===== src/rtl/saph_plr_credq_if.sv =====
// Bus bundle for saph_plr_credq: issue gating, pipeline result capture and
// the show-ahead valid/ready output, plus credit count and error status.
//   master : upstream issuer / pipeline / consumer side (drives iss_valid,
//            res_valid, res_data, out_ready)
//   slave  : the credit queue (drives iss_ready, out_valid, out_data,
//            credits, err)
interface saph_plr_credq_if #(
  parameter int unsigned WIDTH = 32,
  parameter int unsigned DEPTH = 6
);
  localparam int unsigned CW = $clog2(DEPTH + 1);

  logic             iss_valid;
  logic             iss_ready;
  logic             res_valid;
  logic [WIDTH-1:0] res_data;
  logic             out_valid;
  logic             out_ready;
  logic [WIDTH-1:0] out_data;
  logic [CW-1:0]    credits;
  logic             err;

  modport master (
    output iss_valid, res_valid, res_data, out_ready,
    input  iss_ready, out_valid, out_data, credits, err
  );

  modport slave (
    input  iss_valid, res_valid, res_data, out_ready,
    output iss_ready, out_valid, out_data, credits, err
  );
endinterface


===== src/rtl/saph_plr_credq.sv =====
// Result queue behind a fixed-latency, non-stallable pipeline. Issue into the
// pipeline is gated by credits so every in-flight result always has a slot;
// results are captured as they emerge and offered show-ahead on out_valid/
// out_ready, letting a stallable consumer sit behind the pipeline.
// Ports:
//   clk  - pipeline clock
//   rst  - synchronous active-high reset, shared with the pipeline
//   bus  - saph_plr_credq_if.slave (iss_*, res_*, out_*, credits, err)
module saph_plr_credq #(
  parameter int unsigned WIDTH   = 32,
  parameter int unsigned LATENCY = 4,
  parameter int unsigned DEPTH   = 6
) (
  input  logic            clk,
  input  logic            rst,
  saph_plr_credq_if.slave bus
);
  localparam int unsigned CW = $clog2(DEPTH + 1);
  localparam int unsigned PW = (DEPTH > 1) ? $clog2(DEPTH) : 1;

  // Configurations that cannot sustain one issue per cycle (latency is
  // otherwise only a throughput consideration, never a logic one).
  if (DEPTH < LATENCY + 2) begin : g_below_full_rate
  end

  logic [WIDTH-1:0] r_mem [DEPTH];
  logic [PW-1:0]    r_wr_ptr;
  logic [PW-1:0]    r_rd_ptr;
  logic [CW-1:0]    r_count;
  logic [CW-1:0]    r_credits;
  logic             r_iss_ready;
  logic             r_out_valid;
  logic             r_err;

  logic             w_iss_fire;
  logic             w_pop;
  logic             w_push_ok;
  logic             w_overflow;
  logic             w_cred_sat;
  logic [CW-1:0]    w_credits_nxt;
  logic [CW-1:0]    w_count_nxt;

  // Pointer advance with explicit wrap so any depth works.
  function automatic logic [PW-1:0] ptr_inc(input logic [PW-1:0] p);
    return (p == PW'(DEPTH - 1)) ? '0 : p + PW'(1);
  endfunction

  assign w_iss_fire = bus.iss_valid & r_iss_ready;
  assign w_pop      = r_out_valid & bus.out_ready;
  // A push into a full queue is still fine when the head leaves this cycle.
  assign w_push_ok  = bus.res_valid & ((r_count != CW'(DEPTH)) | w_pop);
  assign w_overflow = bus.res_valid & ~w_push_ok;

  // Next credit and occupancy values.
  always_comb begin
    w_credits_nxt = r_credits;
    w_cred_sat    = 1'b0;
    w_count_nxt   = r_count;
    if (w_iss_fire && !w_pop) begin
      w_credits_nxt = r_credits - CW'(1);
    end else if (w_pop && !w_iss_fire) begin
      // Returning a credit we never lent means a result arrived unasked.
      if (r_credits == CW'(DEPTH)) begin
        w_cred_sat = 1'b1;
      end else begin
        w_credits_nxt = r_credits + CW'(1);
      end
    end
    if (w_push_ok && !w_pop) begin
      w_count_nxt = r_count + CW'(1);
    end else if (w_pop && !w_push_ok) begin
      w_count_nxt = r_count - CW'(1);
    end
  end

  // Control state; iss_ready/out_valid are kept as registered mirrors of
  // credits != 0 and count != 0.
  always_ff @(posedge clk) begin
    if (rst) begin
      r_credits   <= CW'(DEPTH);
      r_count     <= '0;
      r_wr_ptr    <= '0;
      r_rd_ptr    <= '0;
      r_iss_ready <= 1'b1;
      r_out_valid <= 1'b0;
      r_err       <= 1'b0;
    end else begin
      r_credits   <= w_credits_nxt;
      r_count     <= w_count_nxt;
      r_iss_ready <= (w_credits_nxt != '0);
      r_out_valid <= (w_count_nxt != '0);
      r_err       <= r_err | w_overflow | w_cred_sat;
      if (w_push_ok) begin
        r_wr_ptr <= ptr_inc(r_wr_ptr);
      end
      if (w_pop) begin
        r_rd_ptr <= ptr_inc(r_rd_ptr);
      end
    end
  end

  // Storage needs no reset; occupancy alone decides what is valid.
  always_ff @(posedge clk) begin
    if (!rst && w_push_ok) begin
      r_mem[r_wr_ptr] <= bus.res_data;
    end
  end

  assign bus.iss_ready = r_iss_ready;
  assign bus.out_valid = r_out_valid;
  assign bus.out_data  = r_mem[r_rd_ptr];
  assign bus.credits   = r_credits;
  assign bus.err       = r_err;
endmodule


===== src/flat_wrapper.sv =====
// flat-port wrapper written by rule: the top's interface ports become plain ports
module saph_plr_credq_flat 
#(
  parameter int unsigned WIDTH   = 32,
  parameter int unsigned LATENCY = 4,
  parameter int unsigned DEPTH   = 6
)
  (clk, rst, bus_iss_valid, bus_res_valid, bus_res_data, bus_out_ready, bus_iss_ready, bus_out_valid, bus_out_data, bus_credits, bus_err);
  saph_plr_credq_if #(.WIDTH(WIDTH), .DEPTH(DEPTH)) bus_i ();
  input  logic clk;
  input  logic rst;
  input wire logic [$bits(bus_i.iss_valid)-1:0] bus_iss_valid;
  input wire logic [$bits(bus_i.res_valid)-1:0] bus_res_valid;
  input wire logic [$bits(bus_i.res_data)-1:0] bus_res_data;
  input wire logic [$bits(bus_i.out_ready)-1:0] bus_out_ready;
  output wire logic [$bits(bus_i.iss_ready)-1:0] bus_iss_ready;
  output wire logic [$bits(bus_i.out_valid)-1:0] bus_out_valid;
  output wire logic [$bits(bus_i.out_data)-1:0] bus_out_data;
  output wire logic [$bits(bus_i.credits)-1:0] bus_credits;
  output wire logic [$bits(bus_i.err)-1:0] bus_err;
  assign bus_i.iss_valid = bus_iss_valid;
  assign bus_i.res_valid = bus_res_valid;
  assign bus_i.res_data = bus_res_data;
  assign bus_i.out_ready = bus_out_ready;
  assign bus_iss_ready = bus_i.iss_ready;
  assign bus_out_valid = bus_i.out_valid;
  assign bus_out_data = bus_i.out_data;
  assign bus_credits = bus_i.credits;
  assign bus_err = bus_i.err;
  saph_plr_credq #(.WIDTH(WIDTH), .LATENCY(LATENCY), .DEPTH(DEPTH)) u_core (.clk(clk), .rst(rst), .bus(bus_i));
endmodule

===== config.mk =====
export PLATFORM = sky130hd
export DESIGN_NAME = saph_plr_credq_flat
export DESIGN_NICKNAME = d
export VERILOG_FILES = /design/src/rtl/saph_plr_credq_if.sv /design/src/rtl/saph_plr_credq.sv /design/src/flat_wrapper.sv
export SDC_FILE = /design/constraint.sdc
export NUM_CORES = 1
export LEC_CHECK = 0
export ABC_AREA = 1
export CORE_ASPECT_RATIO = 1.75
export CORE_UTILIZATION = 60
export DETAILED_ROUTE_END_ITERATION = 12
export DONT_BUFFER_PORTS = 1
export GPL_TIMING_DRIVEN = 0
export PLACE_DENSITY = 0.76
export SYNTH_ARGS = -nofsm -noshare
export SYNTH_HDL_FRONTEND = slang
export SYNTH_SLANG_ARGS = --single-unit

===== constraint.sdc =====
create_clock -name clk -period 4.95 [get_ports clk]
set_input_delay 1.2375 -clock clk [delete_from_list [all_inputs] [get_ports clk]]
set_output_delay 1.2375 -clock clk [all_outputs]
set_load 0.01 [all_outputs]

# --- After elaboration in Yosys (flattened, before gate mapping) ---
# Memories as Yosys holds them, arrays and structs flattened. A register that Yosys moved wholly into a read port is not among the register bits.
# Index checks and enable logic that the tools add are counted.
totals:
  regBits: 15
  mem_bits_rw: 192
  in_bits: 37
  elab_cells: 51
  n_memories: 1
op_classes:
  addsub: 6
  eq_ne: 4
  muxes: 14
  bitwise_logic: 8
  reduce_logical: 11
mem_list:
  columns: ["name", "depth", "word_bits", "rd", "rd_ports_with_merged_regs", "wr", "line", "source"]
  rows:
  - ["u_core.r_mem", 6, 32, 1, 1, 1, "saph_plr_credq.sv:26", "logic [WIDTH-1:0] r_mem [DEPTH];"]
ops:
  columns: ["cell", "count"]
  rows:
  - ["$mux W3", 9]
  - ["$add A3 B1 Y3 const B", 4]
  - ["$eq A3 B3 Y1 const B", 3]
  - ["$reduce_bool A3 Y1", 2]
  - ["$sub A3 B1 Y3 const B", 2]
  - ["$logic_and A1 B1 Y1", 5]
  - ["$mux W1", 5]
  - ["$and A1 B1 Y1", 4]
  - ["$logic_not A1 Y1", 4]
  - ["$ne A3 B3 Y1 const B", 1]
  - ["$or A1 B1 Y1", 3]
  - ["$not A1 Y1", 1]

# --- Logic depth before layout (Yosys ltp) ---
depth:
  ltp_word: 8
  depth_mapped: 10

# --- Least setup slack after synthesis ---
# OpenSTA, ideal clock, no wires.
synth_path:
  path_type: "in2reg"
  start: "input port bus_out_ready"
  end: "memory u_core.r_mem[0][0] (enable)"
  setup_ns: 0.461
  arrival_ns: 3.946
  t_required_ns: 4.489
  setup_slack_ns: 0.542
  stages: 6
  cell_sequence: "nand2_1 > inv_2 > o21ai_1 > inv_1 > nand2_2 > nor3_1"
synth_between:
  elab_chain_cells: 6
synth_lines:
  columns: ["element", "line", "source"]
  rows:
  - ["start: declaration", "flat_wrapper.sv:15", "input wire logic [$bits(bus_i.out_ready)-1:0] bus_out_ready;"]
  - ["$and A1 B1 Y1", "saph_plr_credq.sv:49", "assign w_pop = r_out_valid & bus.out_ready;"]
  - ["$or A1 B1 Y1", "saph_plr_credq.sv:51", "assign w_push_ok = bus.res_valid & ((r_count != CW'(DEPTH)) | w_pop);"]
  - ["$and A1 B1 Y1", "saph_plr_credq.sv:51", null]
  - ["$logic_and A1 B1 Y1", "saph_plr_credq.sv:104", "if (!rst && w_push_ok) begin"]
  - ["$mux W1", "saph_plr_credq.sv:104", null]
  - ["$mux W1 (not written as such)", "saph_plr_credq.sv:105", "r_mem[r_wr_ptr] <= bus.res_data;"]
  - ["end: declaration", "saph_plr_credq.sv:26", null]
# No other way between the ends.

==> impl_metrics.tcl <==
set metrics [dict create \
    status "finished clean" \
    wire_per_inst_um 21.3 \
    synth.most_common_cell "edfxtp_1" \
    syn_area_per_cell_sq_um 12.6 \
    yosys_register_bits 210 \
    dr_total_vias 5273 \
    antennaDiodeCount 0 \
    power_density_nw_per_um2 423 \
    ir_drop_uv 381 \
    first_pass_iters 5 \
    cts_tree "done" \
    die_w_um 90.3 \
    hp-class "reg -> reg" \
    synth-edff-count 192 \
    cp_max_fo 10 \
    setup_viol 0 \
    htree_levels 1 \
    grt_max_degree 27 \
    power_uw 3880 \
    finalMaxSlewViolations 0 \
    grt_pass1_vias 5618 \
    clockBufferDepth 3 \
    cts.repair.resized 0 \
    dpl_worst_slack_ns 1.52 \
    root_buffer "clkbuf_16" \
    dieArea_sq_um 14100 \
    utilization 0.686 \
    yosysTopAreaCellShare 0.705 \
    fin_skew_ns 0.0110 \
    clk_pin_slew_ns 0.07 \
    initial_utilization 0.611 \
    yosysSeqAreaShare 0.749 \
    syn_nets 691 \
    rows 56 \
    ff2ff_setup_slack_ns 2.33 \
    synth_warnings 0 \
    coreArea_sq_um 13400 \
    antenna_found_initial 0 \
    slew_headroom 0.562 \
    grtUsageTotal 0.267 \
    io_buffers 0 \
    critPathLaunchType "register" \
    cts_buffers 18 \
    ctsHoldBuffers 0 \
    hold_slack_ns 0.505 \
    cts.sinks 210 \
    netlist_top_cells_area "edfxtp_1 71%, o21ai_0 6.0%, nor2_1 5.1%, dfxtp_1 4.4%, nand2_1 2.9%" \
    syn_area_sq_um 8180 \
    end_kind "primary output" \
    synthTopCellsByCount "192 x edfxtp_1, 111 x nor2_1, 98 x o21ai_0, 63 x nand2_1, 35 x o21ai_1" \
    ant_nets 0 \
    required_ns 3.71 \
    hold_viol_final 0 \
    design_area_sq_um 9180 \
    gp_congestion 0.798 \
    yosys.cell_types.count 24 \
    critPathKind "reg -> out" \
    drc 0 \
    placed_area_sq_um 8600 \
    via_per_inst 6.10 \
    hpwlAfterDp_um 11700 \
    min_period_ns 3.40 \
    drt_iter0_drc 466 \
    routed_wl_um 18400 \
    synth_ff_type "edfxtp_1" \
    ios 75 \
    cts_setup_buffers 0 \
    maxCapViolCount 0 \
    cp_data_arrival_time_ns 2.16 \
    grt_pass1_wl_um 28600 \
    fin_crit_sh 0.687 \
    insertion_delay_ns 0.48 \
    gr-total-overflow 0 \
    leakage_uw 0.00321 \
    drive_above_1_share 0.0841 \
    die_h_um 156 \
    synth_area_leader_cell "edfxtp_1" \
    grt_setup_unrepaired "no" \
    fmax_mhz 294 \
    layout_setup_ws_ns 1.55 \
    tightestPinTransition_ns 0.654 \
    syn_to_final_growth_pct 12.3 \
    nNetsFinal 721 \
    syn_inst 648 \
    async_flop_share 0 \
]
## cell type report
cell class              instances  area [sq um]
multi-input cells             377          1810
repair buffers                 10           166
clock buffers                  23           490
flip-flops and latches        210          6130
well taps                     174           218
fillers                       889          4200
inverters                      29           109
plain buffers                  32           171
clock inverters                 9          90.1
## critical path: stages (launching register included)
cell and delay [ns]:
dfxtp_1 0.39, inv_1 0.18, clkbuf_1 0.44, o21ai_0 0.20, o22ai_1 0.20, nand2_1 0.09, o21ai_1 0.18
## metal layers
metal  up-vias  global-route usage  part of all wire
li1       2386                   -                 -
met1      2583               0.294              0.35
met2       269               0.510              0.55
met3        35              0.0394             0.075
met4         0               0.109             0.024
met5         -                   0                 0
## layout by cell type, fill, tap and decap left out, types with 2 or more instances in the layout
master | netlist | routed
buf_1 | 3 | 3
buf_12 | 0 | 2
buf_16 | 0 | 2
buf_2 | 6 | 6
buf_4 | 3 | 3
buf_6 | 4 | 9
bufinv_16 | 0 | 2
clkbuf_1 | 14 | 18
clkbuf_16 | 0 | 19
clkbuf_2 | 2 | 2
clkinv_1 | 1 | 5
clkinv_2 | 0 | 3
dfxtp_1 | 18 | 18
edfxtp_1 | 192 | 192
ha_1 | 6 | 6
inv_1 | 26 | 26
inv_2 | 2 | 2
nand2_1 | 63 | 63
nand3_1 | 20 | 20
nand4_1 | 2 | 2
nor2_1 | 111 | 107
nor2_4 | 0 | 4
nor3_1 | 4 | 2
nor3_2 | 0 | 2
o21ai_0 | 98 | 98
o21ai_1 | 35 | 35
o22ai_1 | 32 | 32
xor2_1 | 3 | 3
## logic make-up after synthesis
family	Yosys count	synth area share
flops	210	0.749
compound gates	166	0.106
fa+ha+maj	6	0.00918
buf+inv	61	0.0343
simple gates	202	0.0978
xor+xnor	3	0.00321
## through the flow
step	instances	TNS, ns
after floorplan	648	0
after global placement	822	-76.74
after detailed placement	832	0
after CTS	864	0
after global routing	864	0
final	864	0
## power breakdown
| group | internal (uW) | switching, uW |
|---|---|---|
| registers | 1990 | 34.4 |
| clock network | 806 | 586 |
| logic | 138 | 331 |
## state kept, by name, indices dropped and copies added, names as in the netlist, named ones only
name and flops:
u_core.r_mem 192, u_core.bus.credits 3, u_core.r_count 3, u_core.r_rd_ptr 3, u_core.r_wr_ptr 3, u_core.bus.err 1, u_core.bus.iss_ready 1, u_core.bus.out_valid 1
## path summary, 6_finish.rpt
kind,endpoint,cells after the start,startpoint
worst max-delay path,bus_out_data[7],6,register
worst max register to register,u_core.r_mem[4][5]$_DFFE_PP_,10,u_core.r_count[0]$_SDFF_PP0_
worst min-delay path,u_core.r_rd_ptr[0]$_SDFFE_PP0N_,2,u_core.r_rd_ptr[0]$_SDFFE_PP0N_
worst min register to register,u_core.r_rd_ptr[0]$_SDFFE_PP0N_,2,u_core.r_rd_ptr[0]$_SDFFE_PP0N_
No activity file was read; power rests on OpenSTA's default activity.
